<file path="src/rtl/sdtrl_timing_ring.sv">
// SDTRL timing chain: qualified oscillator divider driving a one-hot T-pulse ring
// with continuous, single-cycle and single-step sequencing plus a cycle counter.
module sdtrl_timing_ring #(
  parameter int unsigned N_STAGES = 10,
  parameter int unsigned DIV      = 2,
  parameter int unsigned CNT_W    = 16
) (
  input  logic                SYSCLOCK,
  input  logic                RESET,
  input  logic                osc_en,
  input  logic [1:0]          mode,
  input  logic                start_req,
  input  logic                stop_req,
  input  logic                step_req,
  output logic [N_STAGES-1:0] t_ring,
  output logic                t_early,
  output logic                cycle_end,
  output logic                running,
  output logic [CNT_W-1:0]    cycle_count
);

  localparam int unsigned DIV_W = (DIV > 1) ? $clog2(DIV) : 1;
  localparam logic [DIV_W-1:0]    DIV_LAST   = DIV_W'(DIV - 1);
  localparam logic [DIV_W-1:0]    DIV_HALF   = DIV_W'(DIV / 2);
  localparam logic [N_STAGES-1:0] RING_FIRST = N_STAGES'(1);

  typedef enum logic [1:0] {
    IDLE      = 2'b00,
    RUN       = 2'b01,
    STEP_WAIT = 2'b10
  } state_t;

  typedef enum logic [1:0] {
    MODE_CONT   = 2'b00,
    MODE_SINGLE = 2'b01,
    MODE_STEP   = 2'b10
  } mode_t;

  state_t              state_q, state_d;
  mode_t               mode_q, mode_d, mode_in;
  logic [DIV_W-1:0]    div_q, div_d;
  logic [N_STAGES-1:0] ring_d;
  logic [CNT_W-1:0]    cnt_d;
  logic                start_pend_q, start_pend_d;
  logic                stop_pend_q, stop_pend_d;
  logic                step_pend_q, step_pend_d;
  logic                start_eff, stop_eff, step_eff;
  logic                adv, at_last, do_step, to_idle;
  logic                cend_d, early_d;

  assign running = (state_q != IDLE);
  assign at_last = t_ring[N_STAGES-1];

  always_comb begin
    div_d = div_q;
    adv   = 1'b0;
    if (osc_en) begin
      if (div_q == DIV_LAST) begin
        div_d = '0;
        adv   = 1'b1;
      end else begin
        div_d = div_q + DIV_W'(1);
      end
    end

    unique case (mode)
      2'b01:   mode_in = MODE_SINGLE;
      2'b10:   mode_in = MODE_STEP;
      default: mode_in = MODE_CONT;
    endcase

    start_eff = start_pend_q | start_req;
    stop_eff  = stop_pend_q  | stop_req;
    step_eff  = step_pend_q  | step_req;

    state_d      = state_q;
    mode_d       = mode_q;
    ring_d       = t_ring;
    cnt_d        = cycle_count;
    start_pend_d = start_eff;
    stop_pend_d  = stop_eff;
    step_pend_d  = step_eff;
    cend_d       = 1'b0;
    do_step      = 1'b0;
    to_idle      = 1'b0;

    unique case (state_q)
      IDLE: begin
        step_pend_d = 1'b0;
        if (stop_eff) begin
          start_pend_d = 1'b0;
          stop_pend_d  = 1'b0;
        end else if (adv && start_eff) begin
          mode_d       = mode_in;
          ring_d       = RING_FIRST;
          start_pend_d = 1'b0;
          state_d      = (mode_in == MODE_STEP) ? STEP_WAIT : RUN;
        end
      end
      RUN: begin
        start_pend_d = 1'b0;
        step_pend_d  = 1'b0;
        do_step      = adv;
      end
      STEP_WAIT: begin
        start_pend_d = 1'b0;
        if (adv) begin
          if (stop_eff) begin
            to_idle = 1'b1;
          end else if (step_eff) begin
            do_step     = 1'b1;
            step_pend_d = 1'b0;
          end
        end
      end
      default: to_idle = 1'b1;
    endcase

    // Shared stage advance; stop in STEP_WAIT is resolved above, so here it only ends a full pass.
    if (do_step) begin
      if (at_last) begin
        cend_d = 1'b1;
        cnt_d  = cycle_count + CNT_W'(1);
        if (mode_q == MODE_SINGLE || stop_eff) begin
          to_idle = 1'b1;
        end else begin
          mode_d  = mode_in;
          ring_d  = RING_FIRST;
          state_d = (mode_in == MODE_STEP) ? STEP_WAIT : RUN;
        end
      end else begin
        ring_d = t_ring << 1;
      end
    end

    if (to_idle) begin
      state_d      = IDLE;
      ring_d       = '0;
      start_pend_d = 1'b0;
      stop_pend_d  = 1'b0;
      step_pend_d  = 1'b0;
    end

    early_d = (ring_d != '0) && (div_d < DIV_HALF);
  end

  always_ff @(posedge SYSCLOCK or posedge RESET) begin
    if (RESET) begin
      state_q      <= IDLE;
      mode_q       <= MODE_CONT;
      div_q        <= '0;
      start_pend_q <= 1'b0;
      stop_pend_q  <= 1'b0;
      step_pend_q  <= 1'b0;
      t_ring       <= '0;
      t_early      <= 1'b0;
      cycle_end    <= 1'b0;
      cycle_count  <= '0;
    end else begin
      state_q      <= state_d;
      mode_q       <= mode_d;
      div_q        <= div_d;
      start_pend_q <= start_pend_d;
      stop_pend_q  <= stop_pend_d;
      step_pend_q  <= step_pend_d;
      t_ring       <= ring_d;
      t_early      <= early_d;
      cycle_end    <= cend_d;
      cycle_count  <= cnt_d;
    end
  end

endmodule
</file>
<file path="config.mk">
export PLATFORM = sky130hd
export DESIGN_NAME = sdtrl_timing_ring
export DESIGN_NICKNAME = d
export VERILOG_FILES = /design/src/rtl/sdtrl_timing_ring.sv
export SDC_FILE = /design/constraint.sdc
export NUM_CORES = 1
export LEC_CHECK = 0
export ABC_AREA = 1
export BUFFER_PORTS_ARGS = -buffer_cell sky130_fd_sc_hd__buf_2
export CELL_PAD_IN_SITES_DETAIL_PLACEMENT = 0
export CELL_PAD_IN_SITES_GLOBAL_PLACEMENT = 2
export CORE_MARGIN = 4
export CORE_UTILIZATION = 36
export CTS_BUF_LIST = sky130_fd_sc_hd__clkbuf_4 sky130_fd_sc_hd__clkbuf_8
export CTS_CLUSTER_DIAMETER = 150
export DETAILED_ROUTE_END_ITERATION = 6
export GPL_ROUTABILITY_DRIVEN = 0
export PLACE_DENSITY = 0.93
export SETUP_SLACK_MARGIN = 0.3
export SLEW_MARGIN = 10
export SYNTH_ARGS = -nofsm -noshare
export SYNTH_HDL_FRONTEND = slang
export SYNTH_SLANG_ARGS = --single-unit
</file>
<file path="constraint.sdc">
create_clock -name SYSCLOCK -period 4.9 [get_ports SYSCLOCK]
set_input_delay 0.98 -clock SYSCLOCK [delete_from_list [all_inputs] [get_ports SYSCLOCK]]
set_output_delay 0.98 -clock SYSCLOCK [all_outputs]
set_load 0.01 [all_outputs]
</file>
==> results of run 1 <==
state kept, by name (all words and copies together) (netlist names):
name,flops
cycle_count,16
cycle_end,1
div_q,1
mode_q,2
start_pend_q,1
state_q,2
step_pend_q,1
stop_pend_q,1
t_early,1
t_ring,10
layout make-up:
class                   count  area, µm²  share of cell area, %
flip-flops and latches     36        901                   38.5
multi-input cells         152        900                   38.4
repair buffers             37        188                   8.02
inverters                  37        139                   5.93
clock buffers               7       96.3                   4.12
well taps                  70       87.6                   3.74
clock inverters             1       30.0                   1.28
placed cells by master, fill, tap and decap left out:
cell and count:
sky130_fd_sc_hd__nand2_2 3, sky130_fd_sc_hd__o31ai_1 1, sky130_fd_sc_hd__xor2_1 9, sky130_fd_sc_hd__bufinv_16 1, sky130_fd_sc_hd__o21ai_0 6, sky130_fd_sc_hd__buf_2 36, sky130_fd_sc_hd__nand3_2 5, sky130_fd_sc_hd__nand3b_1 1
sky130_fd_sc_hd__a31oi_1 1, sky130_fd_sc_hd__a21oi_4 1, sky130_fd_sc_hd__inv_1 37, sky130_fd_sc_hd__dfrtp_1 36, sky130_fd_sc_hd__nor2_4 3, sky130_fd_sc_hd__or2_1 2, sky130_fd_sc_hd__nor3b_1 1, sky130_fd_sc_hd__buf_4 1
sky130_fd_sc_hd__nand4_1 7, sky130_fd_sc_hd__clkbuf_8 7, sky130_fd_sc_hd__a21oi_1 3, sky130_fd_sc_hd__nor2_8 1, sky130_fd_sc_hd__nor2_1 18, sky130_fd_sc_hd__nand3_1 9, sky130_fd_sc_hd__xnor2_1 6, sky130_fd_sc_hd__nor3_1 4
sky130_fd_sc_hd__nand2_4 3, sky130_fd_sc_hd__nand2_1 59, sky130_fd_sc_hd__nor2_2 1, sky130_fd_sc_hd__nand3_4 1, sky130_fd_sc_hd__ha_1 7
cells by family (layout without fill, tap and decap cells):
group,count (synthesis),count (layout)
AND/OR/NAND/NOR,118,118
buffers and inverters,40,82
flip-flops,36,36
XOR/XNOR,15,15
AO/OA/AOI/OAI,12,12
adder cells (fa/ha/maj),7,7
power by group:
group / total, mW / internal [mW] / leakage (nW) / switching, mW
combinational: 0.369 / 0.141 / 0.848 / 0.228
clock: 0.286 / 0.180 / 0.0645 / 0.107
sequential: 0.418 / 0.365 / 0.483 / 0.0523
total: 1.07 / 0.686 / 1.40 / 0.388
metrics by stage:
| step | util, % | hold WS [ps] |
|---|---|---|
| global route | 45.0 | 496 |
| global placement | 42.5 | 454 |
| detailed placement | 42.5 | 459 |
| floorplan | - | 452 |
| CTS | 45.0 | 470 |
| finish | 45.0 | 460 |
final timing paths:
| kind | from | end | depth (start not counted) |
|---|---|---|---|
| setup reg to reg | state_q[0]$_DFF_PP0_ | t_early$_DFF_PP0_ | 13 |
| setup / recovery | osc_en | t_early$_DFF_PP0_ | 13 |
| max in group asynchronous | RESET | t_ring[9]$_DFF_PP0_ | 3 |
| hold / removal | cycle_count[15]$_DFFE_PP0P_ | cycle_count[15]$_DFFE_PP0P_ | 1 |
| hold reg to reg | cycle_count[15]$_DFFE_PP0P_ | cycle_count[15]$_DFFE_PP0P_ | 1 |
| min in group asynchronous | RESET | cycle_count[1]$_DFFE_PP0P_ | 3 |
worst max-delay path: cells and delay by family:
family	cells	cell delay, ps
and+or+nand+nor	9	810
buffers and inverters	3	460
adders and majority gates	1	190
per-layer routing:
metal  part of all wire (%)  GRT usage (%)
met3                    4.6           3.40
met4                    1.3           3.65
met5                      0              0
met1                     49           18.8
met2                     45           20.7
==> results.md, run 1 <==
- The flow ran to the end, and the final reports show no timing, DRC or antenna violations.
- Counting every net in the synthesized netlist gives between 200 and 250.
- For this run, the detailed router's first-pass iteration total came to 4.
- The most common cell in the synthesized netlist is sky130_fd_sc_hd__nand2_1.
- The headroom to the max-slew limit is 69.2%.
- Once placement completed, the tool counted placed cells totaling 332.
- At the worst endpoint, the required time is 5070 ps.
- For this run, the total global-route usage over all layers was measured as between 10% and 20%.
- The buffer depth of the longest clock path is 2.
- Once placement finished, the instance area stood at 2210 µm².
- The total negative slack for setup checks is 0 ps.
- For this design, the slowest cell found on the critical path is sky130_fd_sc_hd__nand3_2.
- The synthesized netlist devotes 3.82% of its cell area to compound gates.
- The overall overflow remaining after global route is 0.
- Dividing the detail-routed via count by the number of cells gives 4.47.
- The clock-pin slew on the worst setup and hold paths is 70 ps.
- After the first detailed-routing iteration, the DRC count stood at 53.
- The vias after detailed routing is 1519.
- The count of endpoints failing hold in the final timing report was 0.
- VDD sags by at most ~0.17 mV.
- The pre-CTS setup slack is 2300 ps.
- The I/O pin count is 37.
- The proportion of layout cells with a drive suffix above 1 is between 20% and 30%.
- The number of fill cells in the layout is 540.
- The count of antenna-violating nets left after detailed routing is 0.
- The die covers 6700 µm².
- Setup violations remaining at the end of the flow were counted as 0.
- The layout overhead on the synthesized area is 19.2%.
- STA classifies the critical path endpoint as a flip-flop.
- The number of global-route vias before repair is ~1.5k.
- The root buffer cell is sky130_fd_sc_hd__clkbuf_8.
- The proportion of synthesized flip-flops having asynchronous set or reset is 100%.
- In this run the horizontal extent of the chip is 81.8 µm.
- After synthesis the netlist holds a flip-flop and latch count of 36.
- The final layout contains 284 nets.
- The top cell type's share of synthesized area is 45.9%.
- Setup repair after global routing left no endpoint under its margin.
- At the pin with the least slew margin, the transition time is 460 ps.
- The standard-cell row count is 26.
- The post-synthesis instance area is 1960 µm².
- The total leakage power is 1.40 nW.
- STA classifies the critical path startpoint as an input pin.
- The setup slack of the critical path after layout is 2620 ps.
- The number of slew-limit violations in the final report came to 0.
- In this run the worst hold path is classified as flip-flop to flip-flop.
- The clock reaches the later pin of the worst-skew pair after ~280 ps.
- The clock net in this run drives a total of 36 sinks.
- The delay of the slowest cell on the worst path is ~230 ps.
- In the final routed layout, each cell accounts on average for 11.9 µm.
- The number of standard cells in the layout, taps in and fillers out is 340.
- The critical path is of the input pin to flip-flop type.
- TritonCTS built the clock tree.
- In the synthesized netlist the dominant register cell turns out to be sky130_fd_sc_hd__dfrtp_1.
- Dividing total power by cell area gives a power density of 458 nW/µm².
- Summed over all layers, the routed wires come to 4030 µm.
- The final period utilization is 46.6%.
- The synthesized netlist contains 28 unique library cells.
- Sorting the synthesized cells by area gives the leading types as sky130_fd_sc_hd__dfrtp_1, sky130_fd_sc_hd__nand2_1, sky130_fd_sc_hd__inv_1.
- The simple logic cell fraction of the synthesized area is 30.8%.
- The placed wire-length estimate is slightly below 3000 µm.
- Of the total synthesized cell area, the portion taken by XOR and XNOR cells is 6.69%.
- The combinational family with the most area after synthesis is simple AND/OR/NAND/NOR gates.
- The critical path arrival is 2460 ps.
- The number of instances in the synthesized netlist is 228.
- Measured against the total synthesized area, the mux share comes to 0%.
- Sorting the synthesized cells by how often they occur yields sky130_fd_sc_hd__nand2_1, sky130_fd_sc_hd__inv_1, sky130_fd_sc_hd__dfrtp_1.
- The number of CTS-inserted buffers is 5.
- After layout, the design draws a total of 1.07 mW.
- The setup clock skew after layout is 4.31 ps.
- The fraction of the mapped netlist area in adder cells is 4.46%.
- The total area inside the core boundary comes to 5200 µm².
- In this run, synthesis inferred 0 flip-flops with an integrated enable.
- The number of antenna diodes in the final layout is 0.
- Max-cap violations in this run came to 0.
- The number of gates given a new drive strength after cts is 0.
- The average instance area after synthesis is 8.61 µm².
- Static timing analysis puts the maximum clock frequency at 438 MHz.
- The port buffer count is 36.
- The number of antenna violations at the first check in global routing is 0.
- The post-route cell area is 2340 µm².
- After synthesis, flip-flops and latches occupy 45.9% of the total area.
- The first global-routing pass estimated roughly 6900 µm of wire.
- The top fanout value on the critical path is 10.
- The time the final worst path needs with I/O delays and setup is about 2300 ps.
- The die extent in y is 81.8 µm.
- The Yosys step of the flow raised 0 warnings.
- The number of remaining DRC errors is 0.
- After clock tree synthesis, the setup repair step added 0 buffers.
- The initial cell density of the core is 37.7%.
- Walking the worst path, the cells encountered are buf_2 -> ha_1 -> nand2_1 -> inv_1 -> nand3_2 -> inv_1 -> nand2_1 -> nand2_1 -> nor2_1 -> nor2_1 -> nand2_1 -> nor2_1 -> nor2_1.
- Buffers inserted to repair hold after CTS numbered 0.
- The setup check on the worst reg-to-reg path leaves a slack of 2860 ps.
- The number of H-tree levels is 2.
- The leading area contributor after synthesis is sky130_fd_sc_hd__dfrtp_1.
- Entering global routing, the biggest net connects 37 pins.
Power figures use the tool's default switching activity.
==> run 2, diff against run 1 <==
--- a/config.mk
+++ b/config.mk
@@ -10,12 +10,12 @@
 export CELL_PAD_IN_SITES_DETAIL_PLACEMENT = 0
 export CELL_PAD_IN_SITES_GLOBAL_PLACEMENT = 2
 export CORE_MARGIN = 4
-export CORE_UTILIZATION = 36
+export CORE_UTILIZATION = 34
 export CTS_BUF_LIST = sky130_fd_sc_hd__clkbuf_4 sky130_fd_sc_hd__clkbuf_8
 export CTS_CLUSTER_DIAMETER = 150
 export DETAILED_ROUTE_END_ITERATION = 6
 export GPL_ROUTABILITY_DRIVEN = 0
-export PLACE_DENSITY = 0.93
+export PLACE_DENSITY = 0.89
 export SETUP_SLACK_MARGIN = 0.3
 export SLEW_MARGIN = 10
 export SYNTH_ARGS = -nofsm -noshare
==> constraint.sdc (replaced) <==
create_clock -name SYSCLOCK -period 2.38 [get_ports SYSCLOCK]
set_input_delay 0.476 -clock SYSCLOCK [delete_from_list [all_inputs] [get_ports SYSCLOCK]]
set_output_delay 0.476 -clock SYSCLOCK [all_outputs]
set_load 0.01 [all_outputs]
==> results.md, run 2 (synthesized netlist as in run 1, its figures left out) <==
- The switching power as a share of total power is 38.2%.
- The net switching power is about 0.81 mW.
- The number of CTS-inserted buffers is 5.
- The most common library cell in the layout ignoring fill and taps is sky130_fd_sc_hd__nand2_1.
- The count of buffer and inverter cells on the critical path is 2.
- The endpoint type of the worst setup path is a flip-flop.
- The tightest min-delay check is of the input pin to asynchronous set/reset pin type.
- The final period utilization is approximately 80%.
- The cell family contributing the most delay on the critical path is simple AND/OR/NAND/NOR gates.
- The layout overhead on the synthesized area is 20.8%.
- Before antenna repair, the detailed router went through 4 iterations.
- After detailed routing, the number of vias per cell comes to 4.48.
- The sequential share of power is 40.0%.
- Leaving out filler cells and counting taps, the final layout contains 343.
- The TritonCTS sink count is 36.
- In this run the critical register-to-register path is launched from state_q[0]$_DFF_PP0_.
- The vias after detailed routing is 1538.
- Entering global routing, the biggest net connects 22 pins.
- Port buffering added 36 buffers.
- After floorplanning, the core was divided into 27 placement rows.
- The total design power is about 2.1 mW.
- In the final layout, the registers with the most flip-flops are cycle_count x16, t_ring x10.
- Setup repair after global routing left no endpoint under its margin.
- For this run, the slowest stage of the critical path takes approximately 420 ps.
- The post-cts hold buffer count is 0.
- Walking the worst path, the cells encountered are inv_1 -> ha_1 -> nand3_4 -> a21oi_4 -> buf_12 -> nand2_4 -> nor2_4 -> nand3_2 -> nor2_1 -> nand2_1 -> xnor2_1.
- The number of slew-limit violations in the final report is 0.
- For this run, the share of the core covered by cells in the final layout is 42.8%.
- The average detailed-routed wire length per instance is about 12 µm.
- The first routing iteration left 45 violations.
- The root buffer cell is sky130_fd_sc_hd__clkbuf_8.
- The clock passes through at most 2 buffers.
- The number of diodes is 0.
- Before CTS, the worst setup slack after placement is just over 300 ps.
- The total detailed-routing wirelength is approximately 4200 µm.
- Setup slack on the critical path of the routed design comes to 468 ps.
- The wire-length estimate of the detail-placed layout is between 3000 and 4000 µm.
- The die boundary width is 84.0 µm.
- The number of remaining DRC errors is 0.
- The required time reported for the critical path endpoint is ~2600 ps.
- The peak supply drop is between 0.3 and 0.4 mV.
- For this configuration, the core starts out at a cell density of 35.4%.
- The actual slew at the worst max-slew pin is 661 ps.
- The slowest cell on the critical path is sky130_fd_sc_hd__dfrtp_1.
- In this run, the clock network consumes 22.3% of the power.
- The register-to-register setup slack is about 470 ps.
- The headroom to the max-slew limit is 55.9%.
- The proportion of layout cells with a drive suffix above 1 is 24.4%.
- The kind of start point of the critical path is a flip-flop.
- The smallest clock period supported by the final layout is computed as 1910 ps.
- The setup clock skew after layout is about 5.2 ps.
- The flow ran to the end, and the final reports show no timing, DRC or antenna violations.
- The clock tree from TritonCTS is done.
- The count of endpoints failing hold in the final timing report is 0.
- Across the run, the number of max-cap violations was 0.
- The H-tree was split into 2 levels.
- The total leakage power is 1.40 nW.
- The overall routing resource usage is 12.9%.
- 37 I/O pins were placed.
- Data on the critical path arrives at its endpoint at ~2100 ps.
- After detailed placement, the design holds a cell count of about 340.
- The startpoint of the most critical setup path is state_q[0]$_DFF_PP0_.
- The detail route stage leaves a number of antenna-violating nets equal to 0.
- Clock-pin slew was measured on the worst setup and hold paths at 70 ps.
- For this run the aggregate overflow at the end of global routing stands at 0.
- The register with the most flip-flops in the final layout is cycle_count.
- Setup violations remaining at the end of the flow were counted as 0.
- The total number of nets in the final design is 286.
- The critical path class is flip-flop to flip-flop.
- The number of global-route vias before repair was 1582.
- The top fanout value on the critical path is 5.
- The core region is approximately 5500 µm².
- Internal power comes to 1.32 mW.
- The die is 84.0 µm tall.
- The power per unit of standard cell area is approximately 900 nW/µm².
- The register with the most flip-flops in the layout has 16 of them.
- In the final timing run, aggregate negative setup slack is 0 ps.
- The floorplan step defined a die boundary enclosing 7050 µm².
- The number of antenna violations at the first check in global routing came to 0.
- The clock network latency to the later pin of the worst-skew pair is 280 ps.
- The first global-routing pass estimated 7290 µm of wire.
- The share of total power in combinational logic is a little under two fifths.
- The top cell types in the final layout, fill and taps aside, are sky130_fd_sc_hd__nand2_1, sky130_fd_sc_hd__inv_1, sky130_fd_sc_hd__dfrtp_1, sky130_fd_sc_hd__buf_2, sky130_fd_sc_hd__nor2_1.
- For this run, the top clock speed supported by timing is approximately 520 MHz.
## run 2: changes by cell type in the layout (fill, tap and decap cells not counted)
cell,change
sky130_fd_sc_hd__bufinv_16,-1
sky130_fd_sc_hd__nand2_4,+1
sky130_fd_sc_hd__inv_1,-1
sky130_fd_sc_hd__buf_12,+2
sky130_fd_sc_hd__inv_2,+1
sky130_fd_sc_hd__nand3_4,+1
sky130_fd_sc_hd__nand3_1,-1
sky130_fd_sc_hd__nand2_2,-1
## run 2: area by class of cell
class                      count  area [µm²]
multi-input combinational    152         917
inverter                      37         139
clock buffer                   7        96.3
fill                         592        3170
tap                           72        90.1
timing repair buffer          39         228
sequential                    36         901
## run 2: final timing paths
path,to,cells after the start
worst max-delay path,cycle_count[13]$_DFFE_PP0P_,11
worst min-delay path,cycle_count[7]$_DFFE_PP0P_,2
worst max register to register,cycle_count[13]$_DFFE_PP0P_,11
worst min register to register,cycle_count[15]$_DFFE_PP0P_,1
max in group asynchronous,cycle_count[15]$_DFFE_PP0P_,3
min in group SYSCLOCK,mode_q[0]$_DFF_PP0_,2
## run 2: layer usage
| layer | up-vias | share of wire, % | GRT usage (%) |
|---|---|---|---|
| li1 | 785 | - | - |
| met3 | 8 | 5.5 | 4.34 |
| met5 | - | 0 | 0 |
| met4 | 0 | 2.4 | 5.56 |
| met2 | 35 | 46 | 20.3 |
| met1 | 710 | 46 | 16.1 |
## run 2: timing repair
item / CTS / global route
gates resized for setup: 0 / 4
endpoints found under the setup margin: 0 / 1
setup buffers: 0 / 1
## run 2: power by group through the flow
stage / registers (mW) / clock network [mW] / logic, mW
finish: 0.850 / 0.476 / 0.802
global route: 0.872 / 0.516 / 0.923
CTS: 0.856 / 0.491 / 0.792
detailed placement: 0.868 / 0 / 0.787
global placement: 0.866 / 0 / 0.790
floorplan: 0.883 / 0 / 0.536
## run 2: through the flow
stage / instance area, µm² / hold WS [ps]
global route: 2370 / 318
finish: 2370 / 270
detailed placement: 2240 / 461
floorplan: 1960 / 452
global placement: 2240 / 455
CTS: 2330 / 294
## run 2: worst register-to-register path: cells and delay by family (launching register included)
kind / cells / cell delay (ps)
and+or+nand+nor: 6 / 570
buffers and inverters: 2 / 220
xor gates and xnor gates: 1 / 120
DFF: 1 / 420
AOI/OAI and AO/OA: 1 / 220
adders and majority gates: 1 / 250
